File: config.mk
export PLATFORM = sky130hd
export DESIGN_NAME = time_sequencer
export DESIGN_NICKNAME = d
export VERILOG_FILES = /design/src/rtl/time_seq_pkg.sv /design/src/rtl/time_sequencer_bcd_wrap_counter.sv /design/src/rtl/time_sequencer.sv
export SDC_FILE = /design/constraint.sdc
export NUM_CORES = 1
export LEC_CHECK = 0
export CORE_MARGIN = 4
export CORE_UTILIZATION = 25
export DETAILED_ROUTE_END_ITERATION = 6
export SYNTH_ARGS = -nofsm -noshare
export SYNTH_HDL_FRONTEND = slang
export SYNTH_HIERARCHICAL = 1
export SYNTH_SLANG_ARGS = --single-unit
File: constraint.sdc
create_clock -name Clock -period 2.1 [get_ports Clock]
set_input_delay 0.42 -clock Clock [delete_from_list [all_inputs] [get_ports Clock]]
set_output_delay 0.42 -clock Clock [all_outputs]
set_load 0.005 [all_outputs]
File: src/rtl/time_seq_pkg.sv
// Shared constants, BCD time bundle and
// mode-dependent reset/legality helpers.
package time_seq_pkg;

  localparam logic [3:0] DIG_H10 = 4'b1000;
  localparam logic [3:0] DIG_H1  = 4'b0100;
  localparam logic [3:0] DIG_M10 = 4'b0010;
  localparam logic [3:0] DIG_M1  = 4'b0001;

  localparam logic [3:0] MIN1_MAX  = 4'd9;
  localparam logic [2:0] MIN10_MAX = 3'd5;

  localparam logic [1:0] H10_RST_12 = 2'd1;
  localparam logic [3:0] H1_RST_12  = 4'd2;
  localparam logic [1:0] H10_RST_24 = 2'd0;
  localparam logic [3:0] H1_RST_24  = 4'd0;

  typedef struct packed {
    logic [1:0] hour10;
    logic [3:0] hour1;
    logic [2:0] min10;
    logic [3:0] min1;
  } bcd_time_t;

  function automatic bcd_time_t reset_time(
    input logic mode24
  );
    bcd_time_t t;
    t.hour10 = mode24 ? H10_RST_24 : H10_RST_12;
    t.hour1  = mode24 ? H1_RST_24 : H1_RST_12;
    t.min10  = '0;
    t.min1   = '0;
    return t;
  endfunction

  function automatic logic time_legal(
    input bcd_time_t t,
    input logic      mode24
  );
    logic ok;
    ok = (t.min1 <= MIN1_MAX) &&
         (t.min10 <= MIN10_MAX) &&
         (t.hour1 <= 4'd9);
    if (mode24)
      ok = ok && ((t.hour10 < 2'd2) ||
                  (t.hour10 == 2'd2 &&
                   t.hour1 <= 4'd3));
    else
      ok = ok && ((t.hour10 == 2'd0 &&
                   t.hour1 != 4'd0) ||
                  (t.hour10 == 2'd1 &&
                   t.hour1 <= 4'd2));
    return ok;
  endfunction

endpackage

File: src/rtl/time_sequencer_bcd_wrap_counter.sv
// Wrapping BCD digit counter with load and
// carry-out, used for the minute digits.
module bcd_wrap_counter #(
  parameter int WIDTH     = 4,
  parameter int MAX       = 9,
  parameter int RESET_VAL = 0
) (
  input  logic             Clock,
  input  logic             nReset,
  input  logic             inc,
  input  logic             load,
  input  logic [WIDTH-1:0] load_val,
  output logic [WIDTH-1:0] value,
  output logic             carry
);

  localparam logic [WIDTH-1:0] MAX_V =
    WIDTH'(MAX);
  localparam logic [WIDTH-1:0] RST_V =
    WIDTH'(RESET_VAL);

  always_ff @(posedge Clock) begin
    if (!nReset)
      value <= RST_V;
    else if (load)
      value <= load_val;
    else if (inc)
      value <= (value >= MAX_V) ? '0
             : value + WIDTH'(1);
  end

  assign carry = inc & (value == MAX_V);

endmodule

File: src/rtl/time_sequencer.sv
// BCD hour/minute sequencer with 12/24h mode
// and a multiplexed 4-digit display scan.
module time_sequencer
  import time_seq_pkg::*;
#(
  parameter int SCAN_DIV      = 1,
  parameter bit BLANK_LEADING = 1'b1
) (
  input  logic        Clock,
  input  logic        nReset,
  input  logic        Tick,
  input  logic        SyncMinIn,
  input  logic        SyncHourIn,
  input  logic        Mode24,
  input  logic        Blank,
  output logic [3:0]  D,
  output logic [3:0]  Digit,
  output logic        DP,
  output logic [13:0] TimeOut
);

  localparam int CW =
    (SCAN_DIV > 1) ? $clog2(SCAN_DIV) : 1;
  localparam logic [CW-1:0] LAST =
    CW'(SCAN_DIV - 1);

  logic          mode_q;
  logic [1:0]    h10_q;
  logic [3:0]    h1_q;
  logic [1:0]    h10_n;
  logic [3:0]    h1_n;
  logic [2:0]    m10;
  logic [3:0]    m1;
  logic          m1_cy;
  logic          m10_cy;
  logic          inc_m;
  logic          inc_h;
  logic          mode_chg;
  logic          force_rst;
  bcd_time_t     cur;
  bcd_time_t     rst_t;
  logic [3:0]    scan_q;
  logic [CW-1:0] cnt_q;
  logic          lead_blank;

  assign cur      = {h10_q, h1_q, m10, m1};
  assign rst_t    = reset_time(Mode24);
  assign mode_chg = (mode_q != Mode24);
  assign inc_m    = Tick | SyncMinIn;

  // Mode change and corrupt state both reload
  // the reset time and swallow increments.
  assign force_rst = mode_chg |
    ((inc_m | SyncHourIn) &
     ~time_legal(cur, mode_q));

  assign inc_h =
    (m10_cy & ~SyncMinIn) | SyncHourIn;

  bcd_wrap_counter #(
    .WIDTH    (4),
    .MAX      (int'(MIN1_MAX)),
    .RESET_VAL(0)
  ) u_min1 (
    .Clock   (Clock),
    .nReset  (nReset),
    .inc     (inc_m),
    .load    (force_rst),
    .load_val(rst_t.min1),
    .value   (m1),
    .carry   (m1_cy)
  );

  bcd_wrap_counter #(
    .WIDTH    (3),
    .MAX      (int'(MIN10_MAX)),
    .RESET_VAL(0)
  ) u_min10 (
    .Clock   (Clock),
    .nReset  (nReset),
    .inc     (m1_cy),
    .load    (force_rst),
    .load_val(rst_t.min10),
    .value   (m10),
    .carry   (m10_cy)
  );

  always_comb begin
    h10_n = h10_q;
    h1_n  = h1_q;
    if (!mode_q) begin
      if (h10_q == 2'd1 && h1_q == 4'd2) begin
        h10_n = 2'd0;
        h1_n  = 4'd1;
      end else if (h1_q == 4'd9) begin
        h10_n = h10_q + 2'd1;
        h1_n  = 4'd0;
      end else begin
        h1_n  = h1_q + 4'd1;
      end
    end else begin
      if (h10_q == 2'd2 && h1_q == 4'd3) begin
        h10_n = 2'd0;
        h1_n  = 4'd0;
      end else if (h1_q == 4'd9) begin
        h10_n = h10_q + 2'd1;
        h1_n  = 4'd0;
      end else begin
        h1_n  = h1_q + 4'd1;
      end
    end
  end

  always_ff @(posedge Clock) begin
    if (!nReset) begin
      mode_q <= Mode24;
      h10_q  <= rst_t.hour10;
      h1_q   <= rst_t.hour1;
    end else begin
      mode_q <= Mode24;
      if (force_rst) begin
        h10_q <= rst_t.hour10;
        h1_q  <= rst_t.hour1;
      end else if (inc_h) begin
        h10_q <= h10_n;
        h1_q  <= h1_n;
      end
    end
  end

  always_ff @(posedge Clock) begin
    if (!nReset) begin
      scan_q <= DIG_H10;
      cnt_q  <= '0;
    end else if (!$onehot(scan_q)) begin
      scan_q <= DIG_H10;
      cnt_q  <= '0;
    end else if (cnt_q >= LAST) begin
      scan_q <= {scan_q[0], scan_q[3:1]};
      cnt_q  <= '0;
    end else begin
      cnt_q  <= cnt_q + CW'(1);
    end
  end

  always_comb begin
    D  = '0;
    DP = 1'b1;
    unique case (1'b1)
      scan_q[3]: D = {2'b00, h10_q};
      scan_q[2]: begin
        D  = h1_q;
        DP = 1'b0;
      end
      scan_q[1]: D = {1'b0, m10};
      scan_q[0]: D = m1;
      default: ;
    endcase
  end

  assign lead_blank = BLANK_LEADING &&
    !Mode24 && (h10_q == 2'd0) && scan_q[3];

  assign Digit = (Blank | lead_blank) ? 4'b0000
               : scan_q;

  assign TimeOut = {1'b0, cur};

endmodule
==> results of run 1 <==
power breakdown:
group	total (uW)	leakage [uW]	switching [uW]	internal (uW)
clock	262	0.0000231	131	131
combinational	998	0.000770	465	533
sequential	503	0.000170	72.5	431
total	1760	0.000963	668	1090
worst reg2reg max path: cells and delay by family (launching register included):
family	cells	cell delay, ps
buffers and inverters	3	330
DFF	1	410
and+or+nand+nor	2	210
AOI/OAI and AO/OA	4	1020
cells in the final DEF, fill, tap and decap left out, types with 4 or more instances in the layout:
cell             synthesis  layout
buf_4                    1      31
clkdlybuf4s50_1          0      20
inv_1                   21      15
a21oi_1                 12      12
nand2_1                 12      11
dfxtp_1                 12      10
nor2_1                   9       9
ha_1                    11       8
conb_1                   1       8
dlygate4sd2_1            0       7
inv_2                    0       6
buf_6                    1       6
edfxtp_1                 6       6
and2_1                   4       4
and3_1                   4       4
o21ai_0                  8       4
o21ai_1                  0       4
state kept, by name, summed over array words and instances (netlist names):
register       count
h1_q               4
scan_q             4
u_min10/value      3
h10_q              2
u_min1/value       4
mode_q             1
cell families (layout without fill, tap and decap cells):
| logic type | Yosys count | in the layout | synth area share (%) |
|---|---|---|---|
| compound gates | 49 | 49 | 26.8 |
| xor+xnor | 4 | 4 | 2.50 |
| fa+ha+maj | 12 | 12 | 11.3 |
| buf+inv | 25 | 90 | 7.60 |
| flops | 18 | 18 | 30.1 |
| mux | 1 | 1 | 0.716 |
| other cells | 1 | 8 | 0.268 |
| simple gates | 51 | 51 | 20.8 |
final timing paths:
| check | startpoint | end | slack, ps | cells past startpoint |
|---|---|---|---|---|
| max | h1_q[2] | u_min10/value[1] | 30 | 9 |
| min | scan_q[1] | scan_q[0] | 490 | 2 |
| max reg2reg | h1_q[2] | u_min10/value[1] | 30 | 9 |
| min reg2reg | scan_q[1] | scan_q[0] | 490 | 2 |
layout make-up:
type	instances	share of cell area, %
clock buffer	3	1.88
timing repair buffer	65	25.8
tap	70	3.98
multi-input combinational	125	45.4
sequential	18	19.2
clock inverter	1	0.171
inverter	21	3.59
metal layers:
metal	share of wire (%)	wire, um	GRT usage, %	vias to the layer above
met5	0	0	0	-
met4	1.3	55	4.46	0
met3	3.3	137	1.29	4
met2	50	2060	18.6	35
met1	46	1890	15.9	671
li1	-	-	-	728
metrics by stage:
step	hold slack, ps	TNS, ps
3_5_place_dp	512	-2060
3_3_place_gp	513	-1690
4_1_cts	521	0
6_report	488	0
2_1_floorplan	448	0
5_1_grt	515	-488
timing repair:
action | 4_1_cts | 5_1_grt
endpoints found under the hold margin | 0 | 0
gates cloned | 0 | 1
endpoints found under the setup margin | 8 | 17
pin swaps | 4 | 20
gates resized for setup | 13 | 30
setup buffers | 3 | 6
==> run_results.csv, run 1 <==
group,metric,value,unit
global_route,grt_usage,11.6,%
critical_path,path_cells,"buf_6 -> o41a_1 -> a311oi_2 -> o32ai_2 -> nand2_1 -> buf_6 -> inv_2 -> a41oi_2 -> nand2_1",
critical_path,crit_path_end_kind,"flop",
cts,clk-insertion-delay-late,260,ps
placed_design,placed_area,0.00197,mm^2
cells_and_area,n_antenna_cell,0,
critical_path,crit_path_max_incr_delay,410,ps
global_route,grt_pass1_vias,1323,
timing,drv_slew,0,
synthesis,ys_seq_elements,18,
detailed_routing,drtIter0Drc,70,
status,status,"finished, final reports clean",
cells_and_area,drive_gt1_share,31.8,%
cts,cts-buffers-inserted,3,
critical_path,required,2250,ps
timing,max_freq,0.483,GHz
timing,period_share,98.5,%
power_and_ir_drop,p_leak,0.000963,uW
timing,rsz0062_at_grt,"true",
synthesis,async_flop_share,0,%
timing,min_period,2070,ps
synthesis,yosysMostFrequentCell,"inv_1",
timing,finalHoldViolations,0,
cts,clock-root-buffer,"clkbuf_8",
cts,h-tree-depth,1,
global_route,grt_pass1_wl,6510,um
timing,timing.final.ws_setup,31.6,ps
synthesis,synth_area_per_cell,8.69,um^2
critical_path,crit_type,"reg2reg",
cts,clk_pin_slew_worst_paths,70,ps
synthesis,yosys-top-cells-area,"dfxtp_1 17%, edfxtp_1 13%, ha_1 9.8%, inv_1 5.6%, a21oi_1 4.3%",
cells_and_area,multi_input_comb_area,997,um^2
synthesis,syn_inst,161,
cts,hold_buffers,0,
placed_design,port-buffer-count,28,
placed_design,dp.cells,289,
cells_and_area,area_growth,57.2,%
placed_design,dp_slack,-246,ps
detailed_routing,routedWlPerCell,13.6,um
cells_and_area,design_area,0.00220,mm^2
flow_run,maxCapViolations,0,
detailed_routing,drt-total-wl,4140,um
placed_design,dp_hpwl,3030,um
synthesis,synth_edf_count,6,
cells_and_area,post-route-util,41.7,%
power_and_ir_drop,totalPowerFinal,1760,uW
timing,fin_skew,6.71,ps
placed_design,gp_congestion,0.740,
die,ios,30,
global_route,grt_max_degree,13,
cells_and_area,seq_area,423,um^2
die,initial_core_util,26.5,%
power_and_ir_drop,power-per-cell-area,802,mW/mm^2
die,core_area,0.00527,mm^2
critical_path,cp-start-kind,"flop",
critical_path,path_max_fanout,6,
synthesis,synth_area,0.00140,mm^2
critical_path,crit_buf_inv,3,
die,die_x,82.8,um
synthesis,ys.flop_type,"dfxtp_1",
critical_path,slowest_stage,"edfxtp_1",
cells_and_area,nets,253,
cells_and_area,final_cells,303,
synthesis,synthTopCellsByCount,"21 x inv_1, 12 x a21oi_1, 12 x dfxtp_1, 12 x nand2_1, 11 x ha_1",
min_path,hold_class,"reg2reg",
synthesis,synth_top_cell_area_share,17.2,%
synthesis,ys_warn_count,6,
detailed_routing,route.detailed.drc,0,
timing,setup_viol,0,
cts,cts_max_path_buffers,2,
synthesis,synth_seq_area_share,30.1,%
detailed_routing,vias,1438,
cells_and_area,fillers,541,
detailed_routing,viasPerCell,4.75,
detailed_routing,first_pass_iters,4,
global_route,antenna_found_initial,0,
cts,cts_tree,"yes",
critical_path,critPathArrivalTime,2220,ps
die,row_count,26,
cts,clock_sinks,18,
die,die_y,82.8,um
global_route,grt_overflow_total,0,
critical_path,cp_top_family,"compound AO/OA/AOI/OAI gates",
synthesis,synth_cell_types,51,
die,dieArea,0.00686,mm^2
power_and_ir_drop,ir_drop,310,uV
synthesis,synth_top_area_cell,"dfxtp_1",
detailed_routing,ant_nets,0,
No activity file was read; power rests on OpenSTA's default activity.
==> inputs of run 2 (changes only) <==
==> constraint.sdc (replaced) <==
create_clock -name Clock -period 2.5 [get_ports Clock]
set_input_delay 0.5 -clock Clock [delete_from_list [all_inputs] [get_ports Clock]]
set_output_delay 0.5 -clock Clock [all_outputs]
set_load 0.005 [all_outputs]
==> run 2 against run 1 <==
  * Final area is 13% lower
  * Count of clock-buffer cells in the layout is 1 higher
  * Combinational power is 40% lower
  * Via count is 7.0% lower
  * Wire length is 14% lower
  * Sequential share of layout area is 2.7 points higher
  * Power is 26% lower
  * Clock power is 5% lower
  * Die area stayed put
  * Critical path type is now in2out
==> run_results.csv, run 2 (synthesized netlist as in run 1, its figures left out) <==
group,metric,value,unit
status,status,"finished, final reports clean",
placed_design,dp_slack,2.07,ps
critical_path,crit_path_frequent_cell,"clkdlybuf4s50_1",
detailed_routing,ant_nets,0,
min_path,hp-start,"scan_q[1]",
placed_design,dp_hpwl,2760,um
cts,h-tree-depth,1,
flow_run,maxCapViolations,0,
global_route,grt_pass1_wl,5860,um
placed_design,placed_area,0.00185,mm^2
timing,holdWs,600,ps
critical_path,crit_type,"in2out",
power_and_ir_drop,totalPowerFinal,1310,uW
cts,post_cts_buffers,0,
die,core_area,0.00527,mm^2
cells_and_area,layout_commonest_cell,"clkdlybuf4s50_1",
detailed_routing,drt-total-wl,3570,um
detailed_routing,drtIter0Drc,114,
detailed_routing,routedWlPerCell,12.9,um
cells_and_area,layout_common_cells,"28 x clkdlybuf4s50_1, 21 x inv_1, 12 x nand2_1, 12 x a21oi_1, 12 x dfxtp_1",
detailed_routing,route.detailed.drc,0,
detailed_routing,viasPerCell,4.83,
critical_path,rr_worst_depth,6,
cts,clock-root-buffer,"clkbuf_8",
timing,drv_slew,0,
critical_path,r2r-start,"scan_q[3]",
cells_and_area,drive_gt1_share,15.5,%
die,dieArea,0.00686,mm^2
min_path,hold_class,"reg2reg",
timing,timing.final.ws_setup,97.3,ps
die,initial_core_util,26.5,%
global_route,grt_overflow_total,0,
critical_path,path_max_fanout,4,
cts,cts_tree,"yes",
timing,period_share,96.1,%
cells_and_area,reg_top3,"h1_q (4), scan_q (4), u_min1/value (4)",
timing,setup_viol,0,
power_and_ir_drop,p_leak,0.000786,uW
die,die_x,82.8,um
timing,final.setup.tns,0,ps
global_route,antenna_found_initial,0,
cells_and_area,area_growth,37.1,%
critical_path,crit_path_max_incr_delay,500,ps
die,die_y,82.8,um
cts,cts_max_path_buffers,2,
critical_path,cp-start-kind,"input pin",
min_path,hold_path_end,"scan_q[0]",
critical_path,crit_path_start,"Mode24",
critical_path,path_cells,"clkdlybuf4s50_1 -> inv_1 -> a31oi_4 -> and2_1 -> clkdlybuf4s50_1",
cts,clk_pin_slew_worst_paths,80,ps
cts,clock_sinks,18,
detailed_routing,first_pass_iters,5,
critical_path,critPathArrivalTime,1900,ps
critical_path,required,2000,ps
timing,max_freq,0.416,GHz
placed_design,gp_congestion,0.754,
timing,min_period,2400,ps
timing,rsz0062_at_grt,"false",
critical_path,crit_path_end_kind,"output port",
timing,fin_skew,5.26,ps
critical_path,r2r_end,"scan_q[3]",
cells_and_area,design_area,0.00192,mm^2
power_and_ir_drop,ir_drop,198,uV
critical_path,reg2reg_slack,280,ps
cells_and_area,nets,227,
global_route,grt_pass1_vias,1218,
timing,finalHoldViolations,0,
cells_and_area,n_antenna_cell,0,
critical_path,slowest_stage,"clkdlybuf4s50_1",
power_and_ir_drop,power-per-cell-area,681,mW/mm^2
die,row_count,26,
min_path,whs_path_depth,2,
die,ios,30,
global_route,grt_max_degree,15,
cts,cts-buffers-inserted,3,
global_route,grt_usage,10.1,%
detailed_routing,vias,1338,
placed_design,port-buffer-count,28,
cts,clk-insertion-delay-late,260,ps
==> run 2: worst max path at each step <==
| stage | end | slack (ps) | cells after the start |
|---|---|---|---|
| floorplan | scan_q[3] | 390 | 6 |
| global placement | Digit[3] | 20 | 5 |
| detailed placement | Digit[3] | 2 | 5 |
| CTS | Digit[3] | 2 | 5 |
| global route | D[0] | 10 | 5 |
| finish | Digit[3] | 100 | 5 |
==> run 2: metrics by stage <==
| step | instances | util, % |
|---|---|---|
| after floorplan | 168 | - |
| after global placement | 273 | 35.1 |
| after detailed placement | 273 | 35.1 |
| after CTS | 277 | 36.1 |
| after global routing | 277 | 36.4 |
| final | 277 | 36.4 |
==> run 2: power breakdown <==
group / total [uW] / internal (uW) / switching (uW)
logic: 601 / 319 / 282
clock network: 249 / 140 / 109
registers: 457 / 361 / 95.4
total: 1310 / 821 / 486
==> run 2: timing repair <==
item | in CTS | in global routing
hold buffers | 0 | 0
endpoints found under the setup margin | 0 | 4
gates resized for setup | 0 | 2
==> run 2: layout make-up <==
| cell class | count | area [um^2] |
|---|---|---|
| clock buffer | 4 | 55.1 |
| fill | 566 | 3350 |
| inverter | 21 | 78.8 |
| multi-input combinational | 125 | 913 |
| sequential | 18 | 420 |
| tap | 70 | 87.6 |
| timing repair buffer | 39 | 363 |
==> run 2: worst max-delay path: cells and delay by family <==
kind | cells | cell delay (ps)
simple gates | 1 | 140
buf+inv | 3 | 1050
compound gates | 1 | 210
==> run 2: metal layers <==
| metal | GRT usage, % | wire (um) | up-vias |
|---|---|---|---|
| met3 | 1.88 | 169 | 6 |
| met5 | 0 | 0 | - |
| met1 | 13.3 | 1680 | 621 |
| met2 | 17.0 | 1690 | 35 |
| met4 | 2.23 | 29 | 0 |
| li1 | - | - | 676 |
==> inputs of run 3 (changes only) <==
--- a/config.mk
+++ b/config.mk
@@ -5,6 +5,7 @@
 export SDC_FILE = /design/constraint.sdc
 export NUM_CORES = 1
 export LEC_CHECK = 0
+export CORE_ASPECT_RATIO = 1.75
 export CORE_MARGIN = 4
 export CORE_UTILIZATION = 25
 export DETAILED_ROUTE_END_ITERATION = 6
==> constraint.sdc (replaced) <==
create_clock -name Clock -period 2 [get_ports Clock]
set_input_delay 0.4 -clock Clock [delete_from_list [all_inputs] [get_ports Clock]]
set_output_delay 0.4 -clock Clock [all_outputs]
set_load 0.005 [all_outputs]
==> run 3 against run 2 <==
  * The flow now finishes with violations (negative setup slack)
  * Worst hold slack got worse by 32 ps
  * Register-to-register slack lost 330 ps
  * Clock skew barely moved
  * Utilization up 7.2 points
  * Via count rose by 15%
  * Final area is 21% higher
  * Cell count grew 17%
  * Sequential power is 14% higher
  * Critical path depth rose by 2
  * Sequential share of layout area fell by 3.7 points
  * Setup slack worse by 150 ps
  * Global-route usage up 3.5 points
  * Critical path type is now reg2reg
  * Critical endpoint is now h1_q[3]
  * Largest cell class unchanged
==> run_results.csv, run 3 (synthesized netlist as in run 1, its figures left out) <==
group,metric,value,unit
detailed_routing,first_pass_iters,5,
critical_path,cp-start-kind,"flop",
critical_path,path_cells,"buf_6 -> o41a_1 -> a311oi_2 -> o32ai_2 -> buf_4 -> nand4_1 -> a21oi_2",
global_route,grt_overflow_total,0,
cts,cts_max_path_buffers,2,
critical_path,cp_top_family,"compound AO/OA/AOI/OAI gates",
critical_path,crit_buf_inv,2,
detailed_routing,routedWlPerCell,13.9,um
die,ios,30,
cts,clock-root-buffer,"clkbuf_8",
die,initial_core_util,26.2,%
die,dieArea,0.00690,mm^2
global_route,antenna_found_initial,0,
detailed_routing,ant_nets,0,
cts,clock_sinks,18,
placed_design,port-buffer-count,28,
cells_and_area,final_cells,323,
cts,cts-buffers-inserted,3,
cells_and_area,nets,269,
status,status,"complete, but fails checks",
cells_and_area,area_growth,66.4,%
cts,hold_buffers,0,
detailed_routing,route.met2.wl,2610,um
cts,cts_tree,"yes",
placed_design,dp_hpwl,3390,um
cts,clk_pin_slew_worst_paths,70,ps
cts,clk-insertion-delay-late,250,ps
cells_and_area,n_antenna_cell,0,
timing,rsz0062_at_grt,"true",
global_route,grt_usage,13.6,%
cells_and_area,layout_commonest_cell,"buf_4",
detailed_routing,m1WireLength,1650,um
cells_and_area,post-route-util,43.6,%
global_route,grt_pass1_vias,1593,
detailed_routing,route.detailed.drc,0,
placed_design,dp.cells,310,
timing,fin_skew,5.70,ps
cells_and_area,reg_top3,"h1_q (4), scan_q (4), u_min1/value (4)",
global_route,grt_max_degree,13,
timing,timing.final.ws_setup,-53.2,ps
critical_path,crit_path_end_kind,"flop",
detailed_routing,drt-total-wl,4500,um
critical_path,slowest_stage,"o41a_1",
cts,h-tree-depth,1,
placed_design,gp_congestion,0.795,
critical_path,path_max_fanout,4,
detailed_routing,drtIter0Drc,41,
detailed_routing,routed.top_layer,"met4",
power_and_ir_drop,power-per-cell-area,825,mW/mm^2
timing,holdWs,568,ps
status,violations,"negative setup slack",
timing,period_share,103,%
cells_and_area,drive_gt1_share,40.6,%
power_and_ir_drop,p_leak,0.00101,uW
critical_path,crit_path_max_incr_delay,430,ps
timing,max_freq,0.487,GHz
flow_run,maxCapViolations,0,
timing,setup_viol,5,
critical_path,required,2000,ps
die,core_area,0.00534,mm^2
die,die_y,107,um
timing,drv_slew,0,
timing,finalHoldViolations,0,
cells_and_area,design_area,0.00233,mm^2
critical_path,critPathArrivalTime,2060,ps
die,die_x,64.5,um
timing,min_period,2050,ps
power_and_ir_drop,ir_drop,440,uV
detailed_routing,viasPerCell,4.75,
detailed_routing,vias,1533,
min_path,hold_class,"reg2reg",
global_route,grt_pass1_wl,7410,um
die,row_count,35,
detailed_routing,wl_met3,112,um
critical_path,crit_type,"reg2reg",
placed_design,dp_slack,-328,ps
placed_design,placed_area,0.00212,mm^2
cells_and_area,layout_common_cells,"49 x buf_4, 20 x clkdlybuf4s50_1, 15 x inv_1",
run 3: final timing paths:
| kind | startpoint | endpoint | slack (ps) | depth (start not counted) |
|---|---|---|---|---|
| worst min-delay path | scan_q[3] | scan_q[2] | 570 | 3 |
| worst max register to register | h1_q[0] | h1_q[3] | -50 | 7 |
| worst max-delay path | h1_q[0] | h1_q[3] | -50 | 7 |
| worst min register to register | scan_q[3] | scan_q[2] | 570 | 3 |
run 3: area by class of cell:
| type | count | area, um^2 |
|---|---|---|
| fill | 577 | 3020 |
| multi-input combinational | 125 | 1010 |
| timing repair buffer | 81 | 671 |
| sequential | 18 | 423 |
| tap | 74 | 92.6 |
| inverter | 21 | 81.3 |
| clock buffer | 3 | 41.3 |
| clock inverter | 1 | 3.75 |
run 3: metrics by stage:
step | power (uW) | TNS, ps
floorplan | 1000 | -57.0
global placement | 1510 | -2870
detailed placement | 1520 | -3290
CTS | 1870 | -15.2
global route | 2070 | -1510
finish | 1920 | -179
run 3: routing by layer:
metal | track usage [%] | up-vias
met1 | 13.7 | 734
met4 | 5.90 | 0
met5 | 0 | -
met2 | 27.2 | 32
li1 | - | 759
met3 | 1.26 | 8
run 3: worst min-delay path: stages, from the launching register on:
cell and delay (ps):
dfxtp_2 320, inv_2 60, buf_4 100, nor4_1 40
run 3: where the power goes:
part           switching (uW)  total (uW)  internal, uW
Combinational             518        1140           618
Sequential               69.2         523           454
Clock                     125         262           136
Total                     713        1920          1210
run 3: what timing repair did:
action                                 in CTS  in global routing
pin swaps                                  10                 13
gates resized for setup                    30                 22
setup buffers                               6                  3
endpoints found under the hold margin       0                  0
setup endpoints to repair                  25                 26
